[config.mk]
export PLATFORM = sky130hd
export DESIGN_NAME = d_branch_predict_ctrl
export DESIGN_NICKNAME = d
export VERILOG_FILES = /design/src/rtl/d_branch_predict_ctrl.sv
export SDC_FILE = /design/constraint.sdc
export NUM_CORES = 2
export LEC_CHECK = 0
export CORE_AREA = 2 2 344 346
export DETAILED_ROUTE_END_ITERATION = 10
export DIE_AREA = 0 0 346 348
export HOLD_SLACK_MARGIN = 0.03
export PLACE_DENSITY = 0.65
export SLEW_MARGIN = 20
export SYNTH_ARGS = -nofsm -noshare
export SYNTH_HDL_FRONTEND = slang
export SYNTH_SLANG_ARGS = --single-unit
[constraint.sdc]
create_clock -name clk -period 14 [get_ports clk]
set_input_delay 2.8 -clock clk [delete_from_list [all_inputs] [get_ports clk]]
set_output_delay 2.8 -clock clk [all_outputs]
set_load 0.005 [all_outputs]
[src/rtl/d_branch_predict_ctrl.sv]
// Decode-stage branch resolve with an F-stage direct-mapped BTB and 2-bit direction counters.
// Optional BRANCH_STATS_EN builds resolved-branch / mispredict counters.
module d_branch_predict_ctrl #(
  parameter int PC_W      = 32,
  parameter int BTB_DEPTH = 16,
  parameter int STAT_W    = 32
) (
  input  logic              clk,
  input  logic              reset_n,
  input  logic [PC_W-1:0]   pc_F,
  output logic              pred_taken_F,
  output logic [PC_W-1:0]   pred_target_F,
  input  logic              valid_D,
  input  logic              stall_D,
  input  logic [31:0]       ins_D,
  input  logic [PC_W-1:0]   pc_D,
  input  logic              pred_taken_D,
  input  logic [PC_W-1:0]   pred_target_D,
  input  logic [31:0]       rs_val,
  input  logic [31:0]       rt_val,
  output logic              j,
  output logic              jal,
  output logic              jr,
  output logic              link,
  output logic              branch,
  output logic              ext_op,
  output logic [2:0]        cmp_op,
  output logic              taken_D,
  output logic [PC_W-1:0]   link_addr,
  output logic              redirect,
  output logic [PC_W-1:0]   redirect_pc,
  output logic [STAT_W-1:0] stat_br,
  output logic [STAT_W-1:0] stat_mis
);
  localparam int IDX_W = $clog2(BTB_DEPTH);
  localparam int TAG_W = PC_W - IDX_W - 2;
  localparam int TGT_W = PC_W - 2;

  logic [BTB_DEPTH-1:0]            btb_vld, btb_unc;
  logic [BTB_DEPTH-1:0][TAG_W-1:0] btb_tag;
  logic [BTB_DEPTH-1:0][TGT_W-1:0] btb_tgt;
  logic [BTB_DEPTH-1:0][1:0]       btb_ctr;

  logic [IDX_W-1:0] idx_F, idx_D;
  logic [TAG_W-1:0] tag_F, tag_D;
  logic             hit_F, hit_D;
  logic             is_cond, cond_ok, mis, upd;
  logic [PC_W-1:0]  pc4, br_tgt, jimm_tgt, act_tgt;
  logic [5:0]       op, funct;
  logic [4:0]       rt_f;
  logic [1:0]       unused_pc_lo;

  assign unused_pc_lo = pc_F[1:0];
  assign op    = ins_D[31:26];
  assign rt_f  = ins_D[20:16];
  assign funct = ins_D[5:0];

  always_comb begin
    j = 1'b0; jal = 1'b0; jr = 1'b0; link = 1'b0;
    branch = 1'b0; ext_op = 1'b0; cmp_op = 3'd0; is_cond = 1'b0;
    case (op)
      6'b000100: begin branch = 1'b1; is_cond = 1'b1; cmp_op = 3'd0; end
      6'b000101: begin branch = 1'b1; is_cond = 1'b1; cmp_op = 3'd1; end
      6'b000110: begin branch = 1'b1; is_cond = 1'b1; cmp_op = 3'd3; end
      6'b000111: begin branch = 1'b1; is_cond = 1'b1; cmp_op = 3'd4; end
      6'b000001: begin
        // REGIMM: rt[4] selects the linking form, rt[0] ltz vs gez
        case (rt_f)
          5'b00000: begin branch = 1'b1; is_cond = 1'b1; cmp_op = 3'd2; end
          5'b00001: begin branch = 1'b1; is_cond = 1'b1; cmp_op = 3'd5; end
          5'b10000: begin branch = 1'b1; is_cond = 1'b1; cmp_op = 3'd2; link = 1'b1; end
          5'b10001: begin branch = 1'b1; is_cond = 1'b1; cmp_op = 3'd5; link = 1'b1; end
          default: ;
        endcase
      end
      6'b000010: begin j = 1'b1; branch = 1'b1; cmp_op = 3'd6; end
      6'b000011: begin jal = 1'b1; link = 1'b1; branch = 1'b1; cmp_op = 3'd6; end
      6'b000000: begin
        if (funct == 6'b001000) begin
          jr = 1'b1; branch = 1'b1; cmp_op = 3'd6;
        end else if (funct == 6'b001001) begin
          jr = 1'b1; link = 1'b1; branch = 1'b1; cmp_op = 3'd6;
        end
      end
      6'b001100, 6'b001101, 6'b001110: ext_op = 1'b1;
      default: ;
    endcase
  end

  always_comb begin
    case (cmp_op)
      3'd0:    cond_ok = (rs_val == rt_val);
      3'd1:    cond_ok = (rs_val != rt_val);
      3'd2:    cond_ok = rs_val[31];
      3'd3:    cond_ok = rs_val[31] | (rs_val == 32'd0);
      3'd4:    cond_ok = ~rs_val[31] & (rs_val != 32'd0);
      3'd5:    cond_ok = ~rs_val[31];
      3'd6:    cond_ok = 1'b1;
      default: cond_ok = 1'b0;
    endcase
  end

  assign taken_D   = branch & cond_ok;
  assign pc4       = pc_D + PC_W'(4);
  assign link_addr = pc4;
  assign br_tgt    = pc4 + {{(PC_W-18){ins_D[15]}}, ins_D[15:0], 2'b00};
  assign jimm_tgt  = {pc4[PC_W-1:28], ins_D[25:0], 2'b00};
  assign act_tgt   = is_cond ? br_tgt : (j | jal) ? jimm_tgt : rs_val[PC_W-1:0];

  assign mis         = (taken_D != pred_taken_D) | (taken_D & (act_tgt != pred_target_D));
  assign upd         = valid_D & ~stall_D;
  assign redirect    = upd & reset_n & mis;
  assign redirect_pc = taken_D ? act_tgt : pc4;

  // F lookup reads registered state, so a same-cycle D write is seen only next cycle
  assign idx_F         = pc_F[IDX_W+1:2];
  assign tag_F         = pc_F[PC_W-1:IDX_W+2];
  assign hit_F         = btb_vld[idx_F] & (btb_tag[idx_F] == tag_F);
  assign pred_taken_F  = reset_n & hit_F & (btb_unc[idx_F] | btb_ctr[idx_F][1]);
  assign pred_target_F = pred_taken_F ? {btb_tgt[idx_F], 2'b00} : '0;

  assign idx_D = pc_D[IDX_W+1:2];
  assign tag_D = pc_D[PC_W-1:IDX_W+2];
  assign hit_D = btb_vld[idx_D] & (btb_tag[idx_D] == tag_D);

  always_ff @(posedge clk) begin
    if (!reset_n) begin
      btb_vld <= '0;
      btb_unc <= '0;
      btb_ctr <= '0;
      btb_tag <= '0;
      btb_tgt <= '0;
    end else if (upd) begin
      if (is_cond) begin
        if (hit_D) begin
          if (taken_D) begin
            if (btb_ctr[idx_D] != 2'b11) btb_ctr[idx_D] <= btb_ctr[idx_D] + 2'd1;
            btb_tgt[idx_D] <= act_tgt[PC_W-1:2];
          end else if (btb_ctr[idx_D] != 2'b00) begin
            btb_ctr[idx_D] <= btb_ctr[idx_D] - 2'd1;
          end
        end else if (taken_D) begin
          btb_vld[idx_D] <= 1'b1;
          btb_unc[idx_D] <= 1'b0;
          btb_ctr[idx_D] <= 2'b10;
          btb_tag[idx_D] <= tag_D;
          btb_tgt[idx_D] <= act_tgt[PC_W-1:2];
        end
      end else if (j | jal) begin
        btb_vld[idx_D] <= 1'b1;
        btb_unc[idx_D] <= 1'b1;
        btb_ctr[idx_D] <= 2'b11;
        btb_tag[idx_D] <= tag_D;
        btb_tgt[idx_D] <= act_tgt[PC_W-1:2];
      end else if (hit_D) begin
        // register jumps and non-branches must never be predicted from a stale entry
        btb_vld[idx_D] <= 1'b0;
      end
    end
  end

`ifdef BRANCH_STATS_EN
  always_ff @(posedge clk) begin
    if (!reset_n) begin
      stat_br  <= '0;
      stat_mis <= '0;
    end else begin
      if (upd & branch) stat_br  <= stat_br + STAT_W'(1);
      if (redirect)     stat_mis <= stat_mis + STAT_W'(1);
    end
  end
`else
  assign stat_br  = '0;
  assign stat_mis = '0;
`endif

endmodule
==> results.ini <==
[critical_path]
arrival_ps = 10350
r2r_depth = 12
critical_path_end_type = output port
worstPathBufferInverterCount = 3
crit_slowest_cell = nor4_1
r2r_setup_slack_ps = 8710
cp.required_ps = 11200
type_of_the_worst_setup_path = in2out
worstPathCellList = buf_6 -> ha_1 -> buf_4 -> nand3_1 -> or4_1 -> or2_2 -> nor3_1 -> xor2_1 -> ha_1 -> a21o_1 -> a21o_1 -> a21oi_1 -> o21ai_0 -> nor3_1 -> o21ai_0 -> xnor2_1 -> mux2i_1 -> nand3_1 -> nor4_1 -> nor2_1 -> clkdlybuf4s50_1
critical_path_cell_count = 21
delay_of_the_slowest_critical_path_stage_ps = 830
critPathMaxFanout = 38
cp-start-kind = input port
worst_path_dominant_cell_family = simple AND/OR/NAND/NOR gates

[clocking]
hold_fix_buffers_cts = 0
postCtsSetupRepairBufs = 0
max-clock-path-buffers = 3
cts_made_buffers = 99
clock_tree.htree_level_count = 3
cts_tree = yes
numClockSinks = 960
worst_setup_hold_path_clk_slew_ps = 60
cts_root_buffer = clkbuf_16
clk-insertion-delay-late_ps = 700
cts.repair.resized = 0

[synthesis]
synth_enable_flop_cells = 0
synth.yosys.warnings = 0
synth_area_per_cell_um2 = 9.75
synth.largest_area_cell = dfxtp_1
synth_cell_types = 94
synth_top_flop_cell = dfxtp_1
syn-cell-area_um2 = 54400
synth.yosys.seq_area_share_pct = 35.3
synthDominantCellAreaShare_pct = 35.3
synth.ff_latch_count = 960
synthCells = 5580
ys_async_sr_fraction_pct = 0
synthTopCellsByArea = dfxtp_1, mux4_2, mux2i_1, nand2_1, a21boi_0

[global_routing]
grt_start_max_net_pins = 122
first_global_vias = 42200
global_route.overflow_total = 0
first_pass_grt_wire_length_um = 285000
antenna_violations_before_repair = 9
grt.total_usage_pct = 31.4

[timing]
drv_slew = 0
count_of_final_hold_check_violations = 0
tns_ps = 0
maximum_clock_frequency_mhz = 76.1
skew_ps = 20.1
fin_crit_sh_pct = 93.9
finalWorstPathRequiredPeriod_ps = 13150
tightestPinTransition_ps = 1180
slew-limit-headroom_pct = 20.6
setup_viol = 0
rsz0062_at_grt = false

[detailed_routing]
drt_pre_antenna_iters = 6
vias = 44000
ant_nets = 0
final_wl_um = 195000
drt_iter0_markers = 4662
via_per_inst = 6.08
detail_route.wl_per_cell_um = 26.9
drc = 0

[hold_path]
holdPathStages = 2
min_path_type = reg2reg

[finish]
nets = 5855
area_delta_synth_final_pct = 12.4
fraction_of_final_layout_cells_sized_beyond_drive_strength_1_pct = 14.1

[place]
gp_congestion = 0.976
numPortBuffers = 300
detailed_place_hpwl_um = 123000

[pwr]
ir_drop_mv = 0.143
cellLeakagePower_uw = 0.0238
power.density_nw_per_um2 = 103
design_power_total_uw = 6290

[run_status]
status = finished clean

[floorplan]
die-area_um2 = 120000
vertical_die_dimension_um = 348
die_x_extent_um = 346
starting_density_of_the_core_pct = 46.5
core.rowCount = 126
core_um2 = 117000
design.portCount = 369

[job]
timing.max_cap.violations = 0

cell usage in the layout (no fill, tap or decap), types with 13 or more instances in the layout:
cell,synthesis,final
buf_4,93,133
a22oi_1,14,14
clkinv_2,0,23
nor2_4,0,17
mux2_2,57,57
clkbuf_16,0,100
nor2_1,162,151
nand2_8,13,13
clkbuf_1,310,20
o211a_1,54,54
mux2i_1,509,509
nor4_1,29,28
o22ai_1,46,46
a22o_1,13,13
nand2b_1,23,23
nand2_1,1032,1031
a31oi_1,14,14
and3_1,13,13
conb_1,1,66
a21boi_0,444,444
nand4_1,34,34
nor2b_1,455,454
nor3b_1,20,20
inv_1,39,39
clkdlybuf4s50_1,0,290
o211ai_1,26,26
nor3_1,34,31
dfxtp_1,960,960
xnor2_1,78,78
clkbuf_8,0,24
mux4_2,357,357
o21ai_0,106,106
ha_1,43,43
xor2_1,65,65
a21oi_1,76,74
a21o_1,17,17
and2_1,25,25
nand3_1,59,47
worst reg2reg max path: stages (launching register included):
cell and delay, ps:
dfxtp_1 330, mux4_2 480, xnor2_1 350, o21ai_1 180, a2111oi_2 520, a21oi_1 120
or4_1 580, or4_4 580, or2_4 460, buf_4 430, nand2_4 800, mux2i_1 290
nor2b_1 70
registers in the layout, summed over array words and instances (netlist names), named ones only:
name,count
btb_tag,416
btb_ctr,32
btb_tgt,480
metrics by stage:
step                hold slack, ps  setup slack, ps  utilization [%]  std cells  area [µm²]
finish                         451              853             52.3       7235       61200
floorplan                      426             3400                -       5645       54700
global placement               439             1120             49.4       7048       57700
global route                   466              648             52.3       7234       61200
detailed placement             440             1050             49.4       7049       57700
CTS                            449             1000             52.3       7234       61200
synthesized netlist by cell type, drive strengths merged (8+ instances only):
cell type and count:
o2bb2ai 9, a211oi 8, nor4 29, a21o 17
dfxtp 960, o211ai 26, nand2b 23, or4 9
and3 13, clkbuf 326, nor2 168, o211a 54
o21ai 110, nand3 59, xnor2 78, nor3 34
nand2 1047, o31ai 12, ha 43, mux2 57
a22oi 14, a21oi 77, o21a 9, a22o 13
or2 10, o221ai 9, nor2b 455, and2 25
buf 239, mux2i 509, o22ai 46, xor2 65
or3 12, nand4 34, nor3b 20, a21boi 444
mux4 359, inv 40, a31oi 14
power breakdown:
part	switching, µW	internal, µW
Combinational	446	274
Clock	1170	1660
Sequential	1.82	2730
worst paths after layout:
check,startpoint,end
hold reg to reg,btb_ctr[14],btb_ctr[14]
setup reg to reg,btb_tag[373],btb_tag[72]
setup / recovery,pc_D[3],redirect
hold / removal,btb_ctr[14],btb_ctr[14]
logic make-up after synthesis:
family	Yosys count	synth area share, %
and+or+nand+nor	1963	17.4
DFF	960	35.3
AOI/OAI and AO/OA	938	12.5
muxes	925	25.4
buffers and inverters	606	5.97
xor gates and xnor gates	143	2.30
adders and majority gates	44	1.03
other	1	0.00689
routing by layer:
layer  up-vias  track usage, %  share of wire (%)
li1      19700               -                  -
met5         -               0              0.038
met3       498            5.33                8.7
met4        12            14.4                5.3
met1     21600            41.7                 41
met2      2126            50.2                 45
area by class of cell:
type	instances	area, µm²
fill	10600	55800
multi-input combinational	4079	32400
sequential	960	19200
timing repair buffer	433	4020
clock buffer	144	2910
tap	1536	1920
clock inverter	41	546
inverter	41	154
antenna	1	2.50
Note: power is estimated with default switching activity, not from simulation.
